===== src/rtl/ysyx_220053_ifu_prefetch.sv =====
`default_nettype none
// ============================================================================
// Module   : ysyx_220053_ifu_prefetch
// Function : Instruction fetch unit with a decoupling prefetch queue.
//            Issues aligned fetch requests to the icache and splits each
//            FETCH_W-bit block into 32-bit instructions tagged with their PC.
//            It queues those instructions for decode. A backend redirect
//            flushes the queue and squashes any in-flight fetch.
// Revision : 1.0 - initial release
// ============================================================================
module ysyx_220053_ifu_prefetch #(
    parameter logic [63:0] RESET_PC = 64'h8000_0000,
    parameter int unsigned FETCH_W  = 64,
    parameter int unsigned DEPTH    = 4
) (
    input  logic               clk,
    input  logic               rst,
    input  logic               redirect_valid,
    input  logic [63:0]        redirect_pc,
    output logic               inst_valid,
    output logic [31:0]        inst,
    output logic [63:0]        inst_pc,
    input  logic               inst_ready,
    output logic               if_busy,
    output logic               req_valid,
    output logic [63:0]        req_addr,
    input  logic               req_ready,
    input  logic               resp_valid,
    input  logic [FETCH_W-1:0] resp_data
);

    localparam int unsigned c_NWORDS   = FETCH_W / 32;
    localparam int unsigned c_BLK_BITS = $clog2(FETCH_W / 8);
    localparam int unsigned c_OFF_W    = (c_NWORDS > 1) ? $clog2(c_NWORDS) : 1;
    localparam int unsigned c_PTR_W    = (DEPTH > 1) ? $clog2(DEPTH) : 1;
    localparam int unsigned c_CNT_W    = c_PTR_W + 1;
    // Highest occupancy that still leaves room for a full fetch block.
    localparam logic [c_CNT_W-1:0] c_ISSUE_MAX = c_CNT_W'(DEPTH - c_NWORDS);

    localparam logic [1:0] c_S_IDLE = 2'd0;
    localparam logic [1:0] c_S_WAIT = 2'd1;
    localparam logic [1:0] c_S_DROP = 2'd2;

    logic [1:0]         r_state;
    logic [1:0]         w_state_nxt;
    logic [63:0]        r_fetch_pc;
    logic [31:0]        r_q_inst [DEPTH];
    logic [63:0]        r_q_pc   [DEPTH];
    logic [c_PTR_W-1:0] r_rd_ptr;
    logic [c_PTR_W-1:0] r_wr_ptr;
    logic [c_CNT_W-1:0] r_count;
    logic [c_OFF_W-1:0] w_off;
    logic [63:0]        w_blk_base;
    logic               w_has_space;
    logic               w_req_valid;
    logic               w_push;
    logic               w_pop;
    logic [c_CNT_W-1:0] w_push_cnt;
    logic [c_PTR_W-1:0] w_slot [c_NWORDS];
    logic               w_unused;

    // Word offset of fetch_pc inside its block; zero when a block is one word.
    generate
        if (c_NWORDS > 1) begin : g_off
            assign w_off = r_fetch_pc[c_BLK_BITS-1:2];
        end else begin : g_off_single
            assign w_off = '0;
        end
    endgenerate

    assign w_blk_base  = {r_fetch_pc[63:c_BLK_BITS], {c_BLK_BITS{1'b0}}};
    assign w_has_space = (r_count <= c_ISSUE_MAX);
    assign w_push_cnt  = c_CNT_W'(c_NWORDS) - c_CNT_W'(w_off);

    // State register.
    always_ff @(posedge clk) begin
        if (rst) begin
            r_state <= c_S_IDLE;
        end else begin
            r_state <= w_state_nxt;
        end
    end

    // Next state. A response always retires the single outstanding request,
    // even when a redirect lands in the same cycle, so DROP can never wait
    // for a response that will not come.
    always_comb begin
        w_state_nxt = r_state;
        case (r_state)
            c_S_IDLE: if (w_req_valid && req_ready) w_state_nxt = c_S_WAIT;
            c_S_WAIT: begin
                if (resp_valid) begin
                    w_state_nxt = c_S_IDLE;
                end else if (redirect_valid) begin
                    w_state_nxt = c_S_DROP;
                end
            end
            c_S_DROP: if (resp_valid) w_state_nxt = c_S_IDLE;
            default:  w_state_nxt = c_S_IDLE;
        endcase
    end

    // FSM outputs: request issue, queue push and queue pop strobes.
    always_comb begin
        w_req_valid = (r_state == c_S_IDLE) && w_has_space && !redirect_valid && !rst;
        w_push      = (r_state == c_S_WAIT) && resp_valid && !redirect_valid;
        w_pop       = (r_count != '0) && inst_ready && !redirect_valid;
    end

    // Queue slot each fetched word lands in; words below the offset are skipped.
    always_comb begin
        for (int k = 0; k < int'(c_NWORDS); k++) begin
            w_slot[k] = r_wr_ptr + c_PTR_W'(k) - c_PTR_W'(w_off);
        end
    end

    // Queue storage; pointers guard validity so the data needs no reset.
    always_ff @(posedge clk) begin
        if (w_push) begin
            for (int k = 0; k < int'(c_NWORDS); k++) begin
                if (k >= int'(w_off)) begin
                    r_q_inst[w_slot[k]] <= resp_data[32*k +: 32];
                    r_q_pc[w_slot[k]]   <= w_blk_base + 64'(4 * k);
                end
            end
        end
    end

    // Queue pointers and occupancy; a redirect empties the queue.
    always_ff @(posedge clk) begin
        if (rst || redirect_valid) begin
            r_rd_ptr <= '0;
            r_wr_ptr <= '0;
            r_count  <= '0;
        end else begin
            if (w_pop) r_rd_ptr <= r_rd_ptr + c_PTR_W'(1);
            if (w_push) r_wr_ptr <= r_wr_ptr + c_PTR_W'(w_push_cnt);
            r_count <= r_count + (w_push ? w_push_cnt : '0) - (w_pop ? c_CNT_W'(1) : '0);
        end
    end

    // Fetch PC: redirect target, or the next sequential block after a push.
    always_ff @(posedge clk) begin
        if (rst) begin
            r_fetch_pc <= RESET_PC;
        end else if (redirect_valid) begin
            r_fetch_pc <= {redirect_pc[63:2], 2'b00};
        end else if (w_push) begin
            r_fetch_pc <= w_blk_base + 64'(FETCH_W / 8);
        end
    end

    assign inst_valid = (r_count != '0);
    assign if_busy    = (r_count == '0);
    assign inst       = inst_valid ? r_q_inst[r_rd_ptr] : 32'd0;
    assign inst_pc    = inst_valid ? r_q_pc[r_rd_ptr] : 64'd0;
    assign req_valid  = w_req_valid;
    assign req_addr   = w_blk_base;

    // Low PC bits are always zero and never consumed.
    assign w_unused = &{1'b0, redirect_pc[1:0], r_fetch_pc[1:0]};

endmodule
`default_nettype wire


===== config.mk =====
export PLATFORM = sky130hd
export DESIGN_NAME = ysyx_220053_ifu_prefetch
export DESIGN_NICKNAME = d
export VERILOG_FILES = /design/src/rtl/ysyx_220053_ifu_prefetch.sv
export SDC_FILE = /design/constraint.sdc
export NUM_CORES = 1
export LEC_CHECK = 0
export CORE_MARGIN = 2
export CORE_UTILIZATION = 42
export CTS_BUF_LIST = sky130_fd_sc_hd__clkbuf_8
export DETAILED_ROUTE_END_ITERATION = 8
export GPL_TIMING_DRIVEN = 0
export PLACE_DENSITY = 0.72
export SKIP_CTS_REPAIR_TIMING = 1
export SYNTH_ARGS = -nofsm -noshare
export SYNTH_HDL_FRONTEND = slang
export SYNTH_SLANG_ARGS = --single-unit

===== constraint.sdc =====
create_clock -name clk -period 9.21 [get_ports clk]
set_clock_uncertainty 0.2 [all_clocks]
set_input_delay 1.842 -clock clk [delete_from_list [all_inputs] [get_ports clk]]
set_output_delay 1.842 -clock clk [all_outputs]
set_load 0.1 [all_outputs]

# ---- Yosys cells after proc, flatten, opt, wreduce, memory -nomap -nowiden
# Memory sizes are Yosys's and may differ from the RTL's. A register that Yosys moved wholly into a read port is not among the register bits.
# Cells that the tools add are included.
dict set report word_totals {
  reg_bits 73
  ramBits 384
  input_bits 134
  output_inout_bits 163
  word_cells 62
  n_memories 2
}
dict set report op_classes {
  add_sub_neg 10
  order_cmp 2
  n_eq_ne 5
  mux 20
  n_reduce_logical 17
}
# memory words width rd rd_clocked_by_memory_dff wr line
set memory_table {}
lappend memory_table {r_q_pc 4 64 1 1 2 48} ;# logic [63:0] r_q_pc [DEPTH];
lappend memory_table {r_q_inst 4 32 1 1 2 47} ;# logic [31:0] r_q_inst [DEPTH];
# op n
set ops {}
lappend ops {{64-bit 2-to-1 mux} 3}
lappend ops {{64-bit by 3-bit adder with 64-bit output (second input constant)} 1}
lappend ops {{64-bit by 4-bit adder with 64-bit output (second input constant)} 1}
lappend ops {{32-bit 2-to-1 mux} 1}
lappend ops {{2-bit 2-to-1 mux} 8}
lappend ops {{1-bit logical AND} 8}
lappend ops {{1-bit 2-to-1 mux} 6}
lappend ops {{2-bit one-hot mux with 3 select lines} 1}
lappend ops {{2-bit by 1-bit adder with 2-bit output (second input constant)} 2}
lappend ops {{2-bit inequality test (second input constant)} 2}
lappend ops {{2-bit by 1-bit subtractor with 2-bit output} 2}
lappend ops {{3-bit adder} 1}
lappend ops {{3-bit by 2-bit less-or-equal comparator with 1-bit output (second input constant)} 1}
lappend ops {{3-bit logical NOT} 1}
lappend ops {{3-bit 2-to-1 mux} 1}
lappend ops {{3-bit inequality test (second input constant)} 1}
lappend ops {{3-bit AND reduction} 1}
lappend ops {{3-bit nonzero test} 1}
lappend ops {{2-bit by 1-bit subtractor with 3-bit output (first input constant)} 1}
lappend ops {{3-bit by 1-bit subtractor with 3-bit output} 1}
lappend ops {{2-bit adder} 1}
lappend ops {{2-bit by 1-bit equality test with 1-bit output (second input constant)} 1}
lappend ops {{2-bit equality test (second input constant)} 1}
lappend ops {{1-bit logical NOT} 2}
lappend ops {{other kinds (5)} 5}

# ---- Depth between registers and ports, before layout
dict set report depth {
  depth_word 7
  depth_mapped 10
  depth_no_buf 10
}

# ---- Worst setup path before layout
# No wires, ideal clock.
dict set report synth_timing {
  path_kind {input to output}
  startpoint {in redirect_valid}
  endpoint {out req_valid}
  arrival_ns 5.671
  required_time_ns 7.168
  slack_ns 1.497
  stages 4
  path_buffers 2
  cell_sequence {clkbuf_1 -> or2_2 -> clkbuf_1 -> nor4b_1}
}
dict set report synth_via {
  elab_chain_len 3
}
# item line
set synth_rtl {}
lappend synth_rtl {{from (decl)} 18} ;# input logic redirect_valid,
lappend synth_rtl {{1-bit logical NOT} 105} ;# w_req_valid = (r_state == c_S_IDLE) && w_has_space && !redirect_valid && !rst;
lappend synth_rtl {{1-bit logical AND (2 in a row)} 105}
lappend synth_rtl {{to (decl)} 25} ;# output logic req_valid,
# No other way between the ends.

# ---- Final worst setup path
dict set report layout_timing {
  startpoint {in rst}
  endpoint {out req_valid}
}
dict set report layout_via {
  elab_chain_len 2
}
# item line
set layout_rtl {}
lappend layout_rtl {{from (decl)} 17} ;# input logic rst,
lappend layout_rtl {{1-bit logical NOT} 105}
lappend layout_rtl {{1-bit logical AND} 105}
# No other way between the ends.

==> flow_summary.json <==
{
  "synth_async_sr_flop_share_pct": 0,
  "antenna_left": 0,
  "dp_cells": 2659,
  "end_kind": "output pin",
  "port_buffers": 288,
  "fmax_mhz": 142,
  "required_ns": 7.17,
  "dp_slack_ns": 2.27,
  "hold_class": "register to register",
  "syn2layout_area_growth_pct": 24.2,
  "grt-ovfl-total": 0,
  "cts_root_buf": "clkbuf_8",
  "grt_pass1_wl_mm": 93.9,
  "met3_usage_pct": 5.27,
  "rows": 84,
  "path_clk_slew_ns": 0.06,
  "synth-seq-area-share_pct": 56.9,
  "drv_slew": 0,
  "hold_viol_final": 0,
  "grt_antenna_before_repair": 3,
  "leakagePower_uw": 0.00908,
  "cts.htree.levels": 3,
  "grt_pass1_vias": 15500,
  "yosys_register_bits": 449,
  "path_max_fanout": 8,
  "synth_xor_area_share_pct": 1.92,
  "drt_pass1_iterations": 5,
  "synthAdderAreaFrac_pct": 0.482,
  "synth_flop_cell": "edfxtp_1",
  "synth-simple-area-share_pct": 16.2,
  "cts_buffer_depth": 3,
  "grt_max_degree": 74,
  "start_util_pct": 42.5,
  "synthTopCellsByArea": "edfxtp_1 (50%), mux4_2 (9.5%), and2_1 (9.3%)",
  "netlist_area_um2": 22300,
  "wl_per_cell_um": 22.9,
  "grt_use_met1_pct": 29.7,
  "synth_top_cell_area_share_pct": 50.0,
  "wl_mm": 64.1,
  "min_period_over_period_pct": 76.3,
  "drc": 0,
  "first_iter_violations": 1241,
  "vias": 15300,
  "yosysWarnings": 0,
  "fp.dieW_um": 235,
  "grt_setup_unrepaired": "no",
  "peakVddDrop_mv": 0.114,
  "power_density_nw_per_um2": 163,
  "grtUsageTotal_pct": 23.2,
  "core_area_um2": 52600,
  "synth_cell_types": 58,
  "nets": 2192,
  "clk_latency_ns": 0.68,
  "cts_tree": "yes",
  "instances_no_fill": 2800,
  "outcome": "completed",
  "synth_cells": 1672,
  "worst_pin_slew_ns": 1.18,
  "cts_buffers": 77,
  "die_h_um": 235,
  "cap_viol_max_count": 0,
  "synth_edf_count": 372,
  "io-pin-count": 297,
  "drive_above_1_share_pct": 21.5,
  "fin_ws_ns": 2.18,
  "start_kind": "input port",
  "synth-compound-area-share_pct": 3.30,
  "synth_top_family_by_area": "multiplexers",
  "min_period_ns": 7.03,
  "place_hpwl_mm": 44.2,
  "met2_usage_pct": 38.5,
  "busiest_layer": "met2",
  "place.gp.congestion": 0.903,
  "setup_viol": 0,
  "vias_per_cell": 5.47,
  "slew-limit-headroom_pct": 20.5,
  "synthMuxAreaShare_pct": 16.2,
  "die_area_um2": 55000,
  "cts_sinks": 449,
  "syn_avg_cell_area_um2": 13.4,
  "critPathKind": "input port to output pin",
  "arrival_ns": 4.99,
  "netlist.top_cell.by_area": "edfxtp_1"
}
synthesized netlist by cell type, types with 30 or more instances:
cell type and count:
a211oi_1 35, and2_1 333, buf_2 33, buf_4 66, clkbuf_1 78, dfxtp_1 77, edfxtp_1 372, mux2_2 129
mux4_2 94, nand2_1 36, nand3_1 32, nand4_1 31, nor2_1 79, xnor2_1 30
worst max-delay path, stage by stage:
cell	delay, ns
clkdlybuf4s50_1	0.50
or2_2	0.31
clkbuf_1	0.20
nor4b_1	0.83
clkdlybuf4s50_1	1.29
registers in the layout, indices dropped and copies added, names as in the netlist, named ones only:
signal,flops
r_wr_ptr,2
r_state,2
r_fetch_pc,62
r_q_pc,248
r_q_inst,128
r_count,3
r_rd_ptr,2
metal layers:
layer / vias up / wire, um
li1: 6901 / -
met1: 7586 / 25900
met2: 689 / 30900
met3: 137 / 5300
met4: 2 / 1970
met5: - / 13
final timing paths:
| kind | to | cells after the start | slack [ns] | startpoint |
|---|---|---|---|---|
| worst max-delay path | req_valid | 5 | 2.18 | rst |
| worst min-delay path | r_q_pc[1][2]$_SDFFE_PP1N_ | 2 | 0.27 | r_q_pc[1][2]$_SDFFE_PP1N_ |
| worst max register to register | r_q_pc[2][52]$_DFFE_PP_ | 11 | 5.10 | r_fetch_pc[2]$_SDFFE_PP0P_ |
| worst min register to register | r_q_pc[1][2]$_SDFFE_PP1N_ | 2 | 0.27 | r_q_pc[1][2]$_SDFFE_PP1N_ |
cell usage in the layout, fill, tap and decap left out, types with 31 or more instances in the layout:
master	instances
clkbuf_1	75
clkbuf_8	81
and2_1	333
mux4_2	94
mux2_2	129
inv_1	44
clkdlybuf4s50_1	288
dfxtp_1	77
nor2_1	79
edfxtp_1	372
buf_2	32
a211oi_1	35
nand4_1	31
buf_4	66
nand2_1	36
nand3_1	32
cell families after synthesis:
kind of cell,Yosys count
and+or+nand+nor,619
buffers and inverters,212
adders and majority gates,8
AOI/OAI and AO/OA,106
muxes,228
other,1
xor gates and xnor gates,49
DFF,449
metrics by stage:
step	util [%]	hold slack (ns)	setup TNS [ns]	power (uW)	cell area, um^2
2_1_floorplan	-	0.231	0	2640	22300
3_3_place_gp	49.6	0.249	-106.76	2830	26100
3_5_place_dp	50.0	0.260	0	2830	26300
4_1_cts	52.8	0.270	0	4540	27700
5_1_grt	52.8	0.292	0	4650	27700
6_report	52.8	0.270	0	4510	27700
final cells by class:
class / instances / area [um^2]
Buffer: 193 / 1050
Fill cell: 4458 / 24800
Sequential cell: 449 / 12700
Clock buffer: 81 / 1110
Clock inverter: 58 / 315
Tap cell: 688 / 861
Multi-Input combinational cell: 1015 / 8540
Inverter: 19 / 71.3
Timing Repair Buffer: 295 / 3060
Antenna cell: 2 / 5.00
report_power, final:
| part | leakage (uW) | switching, uW | internal, uW |
|---|---|---|---|
| clock | 0.000828 | 838 | 876 |
| combinational | 0.00446 | 364 | 184 |
| sequential | 0.00379 | 35.4 | 2210 |
(Power assumes the default switching activity.)
